`src/rtl/mem_port_arbiter_if.sv`:
```
// Bundle of requester, RAM and status signals shared by mem_port_arbiter and its environment.
interface mem_port_arbiter_if #(
  parameter int unsigned AW = 9,
  parameter int unsigned DW = 32
);
  logic          req0;
  logic          req1;
  logic          we0;
  logic          we1;
  logic [AW-1:0] addr0;
  logic [AW-1:0] addr1;
  logic [DW-1:0] wdata0;
  logic [DW-1:0] wdata1;
  logic          ack0;
  logic          ack1;
  logic [DW-1:0] rdata0;
  logic [DW-1:0] rdata1;
  logic          mem_en;
  logic          mem_we;
  logic [AW-1:0] mem_addr;
  logic [DW-1:0] mem_wdata;
  logic [DW-1:0] mem_rdata;
  logic [1:0]    grant;
  logic          busy;

  // Arbiter side
  modport slave (
    input  req0, req1, we0, we1, addr0, addr1, wdata0, wdata1, mem_rdata,
    output ack0, ack1, rdata0, rdata1, mem_en, mem_we, mem_addr, mem_wdata,
           grant, busy
  );

  // Requester / RAM side
  modport master (
    output req0, req1, we0, we1, addr0, addr1, wdata0, wdata1, mem_rdata,
    input  ack0, ack1, rdata0, rdata1, mem_en, mem_we, mem_addr, mem_wdata,
           grant, busy
  );
endinterface

```
`src/rtl/mem_port_arbiter.sv`:
```
// Round-robin arbiter sharing one single-port RAM between the CPU port (0) and loader port (1).
// One transaction at a time: IDLE -> ISSUE -> [WAIT] -> ACK -> IDLE, all outputs registered.
module mem_port_arbiter #(
  parameter int unsigned AW      = 9,
  parameter int unsigned DW      = 32,
  parameter int unsigned MEM_LAT = 1
) (
  input  logic               clock,
  input  logic               clear_n,
  mem_port_arbiter_if.slave  bus
);

  localparam int unsigned    CW       = 2;
  localparam logic [CW-1:0]  LAT_LOAD = CW'(MEM_LAT - 1);

  typedef enum logic [1:0] {
    IDLE  = 2'd0,
    ISSUE = 2'd1,
    WAIT  = 2'd2,
    ACK   = 2'd3
  } state_t;

  state_t          state_q, state_d;
  logic [1:0]      grant_q, grant_d;
  logic            last_q, last_d;
  logic [CW-1:0]   cnt_q, cnt_d;
  logic            mem_en_q, mem_en_d;
  logic            mem_we_q, mem_we_d;
  logic [AW-1:0]   mem_addr_q, mem_addr_d;
  logic [DW-1:0]   mem_wdata_q, mem_wdata_d;
  logic            ack0_q, ack0_d;
  logic            ack1_q, ack1_d;
  logic [DW-1:0]   rdata0_q, rdata0_d;
  logic [DW-1:0]   rdata1_q, rdata1_d;
  logic            busy_q, busy_d;
  logic            pick;

  // Winner: on a tie the port not served last; otherwise whichever is requesting.
  assign pick = (bus.req0 && bus.req1) ? ~last_q : bus.req1;

  // State register and registered outputs
  always_ff @(posedge clock) begin
    if (!clear_n) begin
      state_q     <= IDLE;
      grant_q     <= 2'b00;
      last_q      <= 1'b1;
      cnt_q       <= '0;
      mem_en_q    <= 1'b0;
      mem_we_q    <= 1'b0;
      mem_addr_q  <= '0;
      mem_wdata_q <= '0;
      ack0_q      <= 1'b0;
      ack1_q      <= 1'b0;
      rdata0_q    <= '0;
      rdata1_q    <= '0;
      busy_q      <= 1'b0;
    end else begin
      state_q     <= state_d;
      grant_q     <= grant_d;
      last_q      <= last_d;
      cnt_q       <= cnt_d;
      mem_en_q    <= mem_en_d;
      mem_we_q    <= mem_we_d;
      mem_addr_q  <= mem_addr_d;
      mem_wdata_q <= mem_wdata_d;
      ack0_q      <= ack0_d;
      ack1_q      <= ack1_d;
      rdata0_q    <= rdata0_d;
      rdata1_q    <= rdata1_d;
      busy_q      <= busy_d;
    end
  end

  // Next-state and next-output logic
  always_comb begin
    state_d     = state_q;
    grant_d     = grant_q;
    last_d      = last_q;
    cnt_d       = cnt_q;
    mem_en_d    = 1'b0;
    mem_we_d    = 1'b0;
    mem_addr_d  = mem_addr_q;
    mem_wdata_d = mem_wdata_q;
    ack0_d      = 1'b0;
    ack1_d      = 1'b0;
    rdata0_d    = rdata0_q;
    rdata1_d    = rdata1_q;

    unique case (state_q)
      IDLE: begin
        if (bus.req0 || bus.req1) begin
          grant_d     = pick ? 2'b10 : 2'b01;
          mem_en_d    = 1'b1;
          mem_we_d    = pick ? bus.we1    : bus.we0;
          mem_addr_d  = pick ? bus.addr1  : bus.addr0;
          mem_wdata_d = pick ? bus.wdata1 : bus.wdata0;
          state_d     = ISSUE;
        end
      end
      ISSUE: begin
        if (mem_we_q) begin
          ack0_d  = grant_q[0];
          ack1_d  = grant_q[1];
          state_d = ACK;
        end else begin
          cnt_d   = LAT_LOAD;
          state_d = WAIT;
        end
      end
      WAIT: begin
        if (cnt_q == '0) begin
          if (grant_q[1]) rdata1_d = bus.mem_rdata;
          else            rdata0_d = bus.mem_rdata;
          ack0_d  = grant_q[0];
          ack1_d  = grant_q[1];
          state_d = ACK;
        end else begin
          cnt_d = cnt_q - CW'(1);
        end
      end
      ACK: begin
        last_d  = grant_q[1];
        grant_d = 2'b00;
        state_d = IDLE;
      end
      default: state_d = IDLE;
    endcase

    busy_d = (state_d != IDLE);
  end

  assign bus.ack0      = ack0_q;
  assign bus.ack1      = ack1_q;
  assign bus.rdata0    = rdata0_q;
  assign bus.rdata1    = rdata1_q;
  assign bus.mem_en    = mem_en_q;
  assign bus.mem_we    = mem_we_q;
  assign bus.mem_addr  = mem_addr_q;
  assign bus.mem_wdata = mem_wdata_q;
  assign bus.grant     = grant_q;
  assign bus.busy      = busy_q;

endmodule

```
`src/flat_wrapper.sv`:
```
// flat-port wrapper written by rule: the top's interface ports become plain ports
module mem_port_arbiter_flat 
#(
  parameter int unsigned AW      = 9,
  parameter int unsigned DW      = 32,
  parameter int unsigned MEM_LAT = 1
)
  (clock, clear_n, bus_req0, bus_req1, bus_we0, bus_we1, bus_addr0, bus_addr1, bus_wdata0, bus_wdata1, bus_mem_rdata, bus_ack0, bus_ack1, bus_rdata0, bus_rdata1, bus_mem_en, bus_mem_we, bus_mem_addr, bus_mem_wdata, bus_grant, bus_busy);
  mem_port_arbiter_if #(.AW(AW), .DW(DW)) bus_i ();
  input  logic clock;
  input  logic clear_n;
  input wire logic [$bits(bus_i.req0)-1:0] bus_req0;
  input wire logic [$bits(bus_i.req1)-1:0] bus_req1;
  input wire logic [$bits(bus_i.we0)-1:0] bus_we0;
  input wire logic [$bits(bus_i.we1)-1:0] bus_we1;
  input wire logic [$bits(bus_i.addr0)-1:0] bus_addr0;
  input wire logic [$bits(bus_i.addr1)-1:0] bus_addr1;
  input wire logic [$bits(bus_i.wdata0)-1:0] bus_wdata0;
  input wire logic [$bits(bus_i.wdata1)-1:0] bus_wdata1;
  input wire logic [$bits(bus_i.mem_rdata)-1:0] bus_mem_rdata;
  output wire logic [$bits(bus_i.ack0)-1:0] bus_ack0;
  output wire logic [$bits(bus_i.ack1)-1:0] bus_ack1;
  output wire logic [$bits(bus_i.rdata0)-1:0] bus_rdata0;
  output wire logic [$bits(bus_i.rdata1)-1:0] bus_rdata1;
  output wire logic [$bits(bus_i.mem_en)-1:0] bus_mem_en;
  output wire logic [$bits(bus_i.mem_we)-1:0] bus_mem_we;
  output wire logic [$bits(bus_i.mem_addr)-1:0] bus_mem_addr;
  output wire logic [$bits(bus_i.mem_wdata)-1:0] bus_mem_wdata;
  output wire logic [$bits(bus_i.grant)-1:0] bus_grant;
  output wire logic [$bits(bus_i.busy)-1:0] bus_busy;
  assign bus_i.req0 = bus_req0;
  assign bus_i.req1 = bus_req1;
  assign bus_i.we0 = bus_we0;
  assign bus_i.we1 = bus_we1;
  assign bus_i.addr0 = bus_addr0;
  assign bus_i.addr1 = bus_addr1;
  assign bus_i.wdata0 = bus_wdata0;
  assign bus_i.wdata1 = bus_wdata1;
  assign bus_i.mem_rdata = bus_mem_rdata;
  assign bus_ack0 = bus_i.ack0;
  assign bus_ack1 = bus_i.ack1;
  assign bus_rdata0 = bus_i.rdata0;
  assign bus_rdata1 = bus_i.rdata1;
  assign bus_mem_en = bus_i.mem_en;
  assign bus_mem_we = bus_i.mem_we;
  assign bus_mem_addr = bus_i.mem_addr;
  assign bus_mem_wdata = bus_i.mem_wdata;
  assign bus_grant = bus_i.grant;
  assign bus_busy = bus_i.busy;
  mem_port_arbiter #(.AW(AW), .DW(DW), .MEM_LAT(MEM_LAT)) u_core (.clock(clock), .clear_n(clear_n), .bus(bus_i));
endmodule
```
`config.mk`:
```
export PLATFORM = sky130hd
export DESIGN_NAME = mem_port_arbiter_flat
export DESIGN_NICKNAME = d
export VERILOG_FILES = /design/src/rtl/mem_port_arbiter_if.sv /design/src/rtl/mem_port_arbiter.sv /design/src/flat_wrapper.sv
export SDC_FILE = /design/constraint.sdc
export NUM_CORES = 1
export LEC_CHECK = 0
export CAP_MARGIN = 15
export CORE_MARGIN = 5
export CORE_UTILIZATION = 43
export DETAILED_ROUTE_END_ITERATION = 16
export GPL_ROUTABILITY_DRIVEN = 0
export PLACE_DENSITY_LB_ADDON = 0.3
export SYNTH_ARGS = -nofsm -noshare
export SYNTH_HDL_FRONTEND = slang
export SYNTH_SLANG_ARGS = --single-unit
```
`constraint.sdc`:
```
create_clock -name clock -period 3.3 [get_ports clock]
set_clock_uncertainty 0.05 [all_clocks]
set_input_delay 0.99 -clock clock [delete_from_list [all_inputs] [get_ports clock]]
set_output_delay 0.99 -clock clock [all_outputs]
set_load 0.1 [all_outputs]
```
==> results.md <==
- Netlist cell types: 33
- Status: finished, final reports clean
- Clk buf depth: 2
- Clock latency on the worst-skew pair: 0.48 ns
- Clock Pin Slew Worst Setup and Hold Paths: 0.05 ns
- Routed WL: 14300 µm
- I/O Buffers: 231
- Cell Chain, Critical Path: clkdlybuf4s50_1 -> a21boi_2 -> nor2b_4 -> a221o_1
- Pin count of the biggest net entering global routing: 67
- PnR Total Power: 0.00700 W
- Mapped cell area: 4600 µm²
- Sink Count: 117
- Period minus WS final: 2.54 ns
- Syn avg cell area: 9.49 µm²
- First-pass GRT wire length: 23200 µm
- Fin cells: 851
- Register area: 2340 µm²
- Hpwl dp: 10400 µm
- Initial Utilization: 44.4%
- Via count: 4397
- Place WS: 0.250 ns
- Peak supply drop: 0.561 mV
- Critical Path Fanout Max: 41
- CP max stage delay: 0.79 ns
- H-tree Lvls: 4
- Pins Over Slew Limit: 0
- DR pass1 iterations: 5
- Final worst slack: 0.757 ns
- Post-synthesis net count: 610
- Most common cell after layout, fill and taps aside: nand2_1
- Drt wl/cell: 16.7 µm
- Max-slew headroom: 37.7%
- Die Area: 12900 µm²
- Worst Hold Class: reg2reg
- Layout cells sized above 1: 22.1%
- Ant. Diodes: 0
- Area of the core: 10400 µm²
- DRC violations left: 0
- PD cells: 969 nW/µm²
- Multi-input logic area: 1980 µm²
- Initial antenna violation count: 0
- Period utilization: 77.1%
- Max frequency: 393 MHz
- Final hold vios: 0
- Pleak: 3.12 nW
- Inst Count DP: 819
- CTS tree: built
- Hold_buf cts: 0
- Antenna-violating nets left: 0
- Setup CP Type: in2reg
- Post-Synthesis Cells: 485
- PostCTS Resize Cnt: 0
- Seq/Total Area, Yosys: 50.9%
- # nets final: 827
- Crit start category: primary input
- Critical path data arrival time: 2.92 ns
- Flops & latches, synth: 117
- Vias/cell: 5.17
- DR iter-0 viols: 235
- Max-cap violations: 0
- Die X: 113 µm
- Worst path slowest cell: nor2b_4
- Setup_tns: 0 ns
- Tot GR Track Use: 22.2%
- Vias in the first global route: 4642
- Number of fill cells in the layout: 825
- CP required: 3.68 ns
- Most frequent cells in the layout: 134 x nand2_1, 122 x buf_4, 118 x clkdlybuf4s50_1
- YS warnings: 0
- Worst-Margin Slew: 0.932 ns
- Grt total ovfl: 0
- Ports: 232
- Root buf cell: clkbuf_8
- Post-CTS setup buffer count: 0
- Rows: 37
- Die height: 113 µm
- RSZ-0062 raised after global routing: false
- Final Setup Violations: 0
- Area delta synth->final: 56.9%
- CTS Buf Count: 17
- Critical Path End Type: register
-- worst max-delay path: cells and delay by family --
| family | cells | cell delay, ns |
|---|---|---|
| buffers and inverters | 1 | 0.58 |
| AND/OR/NAND/NOR | 1 | 0.79 |
| AO/OA/AOI/OAI | 2 | 0.53 |
-- registers in the layout, summed over array words and instances (netlist names), 2 cells and up --
name / count
u_core.bus.mem_wdata: 32
u_core.bus.rdata0: 32
u_core.bus.rdata1: 32
u_core.bus.mem_addr: 9
u_core.bus.grant: 2
u_core.cnt_q: 2
u_core.state_q: 2
-- cells in the mapped netlist (all sizes together) --
cell type    n  area [µm²]
a21boi      66         499
a221o       41         410
a22oi        1        7.51
a31oi        1        6.26
a32o         1        10.0
a32oi        1        8.76
and2         4        25.0
and3        43         269
and3b        1        8.76
and4         1        8.76
buf         20         178
clkbuf      23        86.3
dfxtp      117        2340
ha           5        62.6
inv          4        15.0
mux2i        4        40.0
nand2      135         509
nand2b       1        6.26
nand3        2        10.0
nand3b       3        22.5
nor2         3        11.3
nor2b        2        20.0
nor3b        1        7.51
o211ai       1        7.51
o21a         1        7.51
o21ai        2        13.8
o31ai        1        7.51
-- stage by stage --
stage	hold WS, ns	area, µm²	util (%)
2_1_floorplan	0.388	4600	-
3_3_place_gp	0.391	6610	63.7
3_5_place_dp	0.396	6610	63.7
4_1_cts	0.403	7220	69.6
5_1_grt	0.424	7220	69.6
6_report	0.401	7220	69.6
-- power breakdown --
part / leakage, nW / switching, W / internal [W]
registers: 0.954 / 0.000160 / 0.00169
clock network: 0.291 / 0.000640 / 0.00121
logic: 1.88 / 0.00251 / 0.000779
total: 3.12 / 0.00331 / 0.00369
-- path summary, 6_finish.rpt --
check | startpoint | end | slack (ns) | depth (start not counted)
hold reg to reg | u_core.bus.rdata0[12]$_SDFFE_PN0P_ | u_core.bus.rdata0[12]$_SDFFE_PN0P_ | 0.40 | 2
setup / recovery | bus_req1 | u_core.bus.mem_addr[0]$_SDFFE_PN0P_ | 0.76 | 4
hold / removal | u_core.bus.rdata0[12]$_SDFFE_PN0P_ | u_core.bus.rdata0[12]$_SDFFE_PN0P_ | 0.40 | 2
setup reg to reg | u_core.state_q[0]$_SDFF_PN0_ | u_core.bus.mem_addr[0]$_SDFFE_PN0P_ | 1.14 | 5
-- metal layers --
layer  up-vias  track usage, %  wire length [µm]
met5         -               0                 0
met4         0            6.01               163
met3        14            7.80              1380
met2       205            39.4              7320
met1      2051            25.4              5390
li1       2127               -                 -
-- cell families after synthesis --
kind of cell / after synthesis / share of synthesized area, %
adders and majority gates: 5 / 1.36
muxes: 4 / 0.870
AOI/OAI and AO/OA: 116 / 21.3
and+or+nand+nor: 196 / 19.5
DFF: 117 / 50.9
buffers and inverters: 47 / 6.06
-- area by class of cell --
type	count	share of cell area, %
multi-input combinational	321	27.4
clock buffer	21	6.36
sequential	117	32.5
inverter	4	0.208
timing repair buffer	241	29.1
clock inverter	11	2.06
tap	136	2.36
Power figures use the tool's default switching activity.
==> variant (same flow settings) <==
`AW` is set to 9 in 3 places; all go to 8.
--- a/src/rtl/mem_port_arbiter_if.sv
+++ b/src/rtl/mem_port_arbiter_if.sv
@@ -2,3 +2,3 @@
 interface mem_port_arbiter_if #(
-  parameter int unsigned AW = 9,
+  parameter int unsigned AW = 8,
   parameter int unsigned DW = 32
--- a/src/rtl/mem_port_arbiter.sv
+++ b/src/rtl/mem_port_arbiter.sv
@@ -3,3 +3,3 @@
 module mem_port_arbiter #(
-  parameter int unsigned AW      = 9,
+  parameter int unsigned AW      = 8,
   parameter int unsigned DW      = 32,
--- a/src/flat_wrapper.sv
+++ b/src/flat_wrapper.sv
@@ -3,3 +3,3 @@
 #(
-  parameter int unsigned AW      = 9,
+  parameter int unsigned AW      = 8,
   parameter int unsigned DW      = 32,
Interface: changed (resized bus_addr0, bus_addr1 and bus_mem_addr); port bits go from 232 to 229. The function was not compared with the original's and may differ.
==> variant against the unedited design <==
- fmax is 7.2% higher
- wire length shrank 1.9%
- cell area down 1.2%
- synthesized area decreased by 1.4%
- sequential cell count decreased by 1
- synthesized cell count fell by 0.82%
- count of clock-buffer cells in the layout is 2 lower
- total power down 1.1%
- worst setup slack gained 170 ps
- critical path type is now reg2out
- highest routed layer unchanged
==> variant: results <==
outcome:
  outcome: "finished clean"
global_routing:
  track_usage_pct: 21.29
  grt_pass1_vias: 4394
  grt_max_degree: 63
  grt_first_pass_wirelength_mm: 22.00
detailed_routing:
  firstDrtPassIters: 6
  drt_iter0_drc: 249
  routed_wl_mm: 13.99
  drt-vias-per-instance: 5.167
critical_path:
  crit_slowest_cell: "dfxtp_1"
  crit_path_max_fanout: 9
  critPathMaxStageDelay_ps: 480
  path_delay_family: "flip-flops"
  critPathArrivalTime_ps: 1330
yosys:
  synth_top_cells_by_count: "nand2_1, dfxtp_1, a21boi_1"
  async_flop_share_pct: 0
  yosys_warnings: 0
  yosysUniqueCellTypes: 32
  synth_seq_area_share_pct: 51.17
  syn_nets: 604
finish:
  drive_gt1_share_pct: 22.10
  nets: 816
  fillCellCount: 790
power:
  p_leak_nw: 3.068
clock_tree:
  clk_path_buf_depth: 2
sta:
  slew_viol_final: 0
placed_design:
  io_buffer_count: 228
  place_hpwl_mm: 10.22
-- variant: cell families (layout without fill, tap and decap cells) --
group | Yosys count | in the layout | synth area share (%)
AO/OA/AOI/OAI | 115 | 115 | 21.34
multiplexers | 4 | 4 | 0.8823
adder cells (fa/ha/maj) | 5 | 5 | 1.379
flip-flops | 116 | 116 | 51.17
AND/OR/NAND/NOR | 195 | 195 | 19.63
buffers and inverters | 46 | 271 | 5.597
-- variant: cell type report --
class / count / area, sq um / share of cell area (%)
Inverter: 4 / 15.01 / 0.2105
Clock inverter: 13 / 170.2 / 2.386
Clock buffer: 19 / 441.7 / 6.192
Sequential cell: 116 / 2322 / 32.56
Tap cell: 136 / 170.2 / 2.386
Timing Repair Buffer: 235 / 2052 / 28.77
Multi-Input combinational cell: 319 / 1962 / 27.50
-- variant: report_power, final --
group,internal (mW),switching (mW)
Combinational,0.752,2.46
Sequential,1.68,0.161
Clock,1.20,0.661
-- variant: per-layer routing --
metal | wire (um) | vias to the layer above | GRT usage [%]
met2 | 7093 | 179 | 37.72
li1 | - | 2111 | -
met1 | 5388 | 2035 | 23.53
met3 | 1158 | 26 | 7.433
met5 | 0 | - | 0
met4 | 348 | 0 | 7.692
-- variant: per-stage QoR --
step / instances / hold WS (ps) / setup slack, ps / instance area (sq um)
2_1_floorplan: 481 / 388.1 / 1257 / 4538
3_3_place_gp: 810 / 391.5 / 645.5 / 6521
3_5_place_dp: 810 / 397.3 / 583.9 / 6521
4_1_cts: 842 / 404.2 / 904.8 / 7133
5_1_grt: 842 / 420.9 / 879.4 / 7133
6_report: 842 / 403.6 / 928.3 / 7133
-- variant: worst paths after layout --
path                                                   startpoint                                 to  slack (ps)  cells after the start
worst max register to register       u_core.state_q[0]$_SDFF_PN0_  u_core.bus.rdata1[0]$_SDFFE_PN0P_        1200                      6
worst min-delay path            u_core.bus.rdata1[3]$_SDFFE_PN0P_  u_core.bus.rdata1[3]$_SDFFE_PN0P_         400                      2
worst min register to register  u_core.bus.rdata1[3]$_SDFFE_PN0P_  u_core.bus.rdata1[3]$_SDFFE_PN0P_         400                      2
worst max-delay path             u_core.bus.grant[1]$_SDFFE_PN0P_                       bus_grant[1]         930                      1
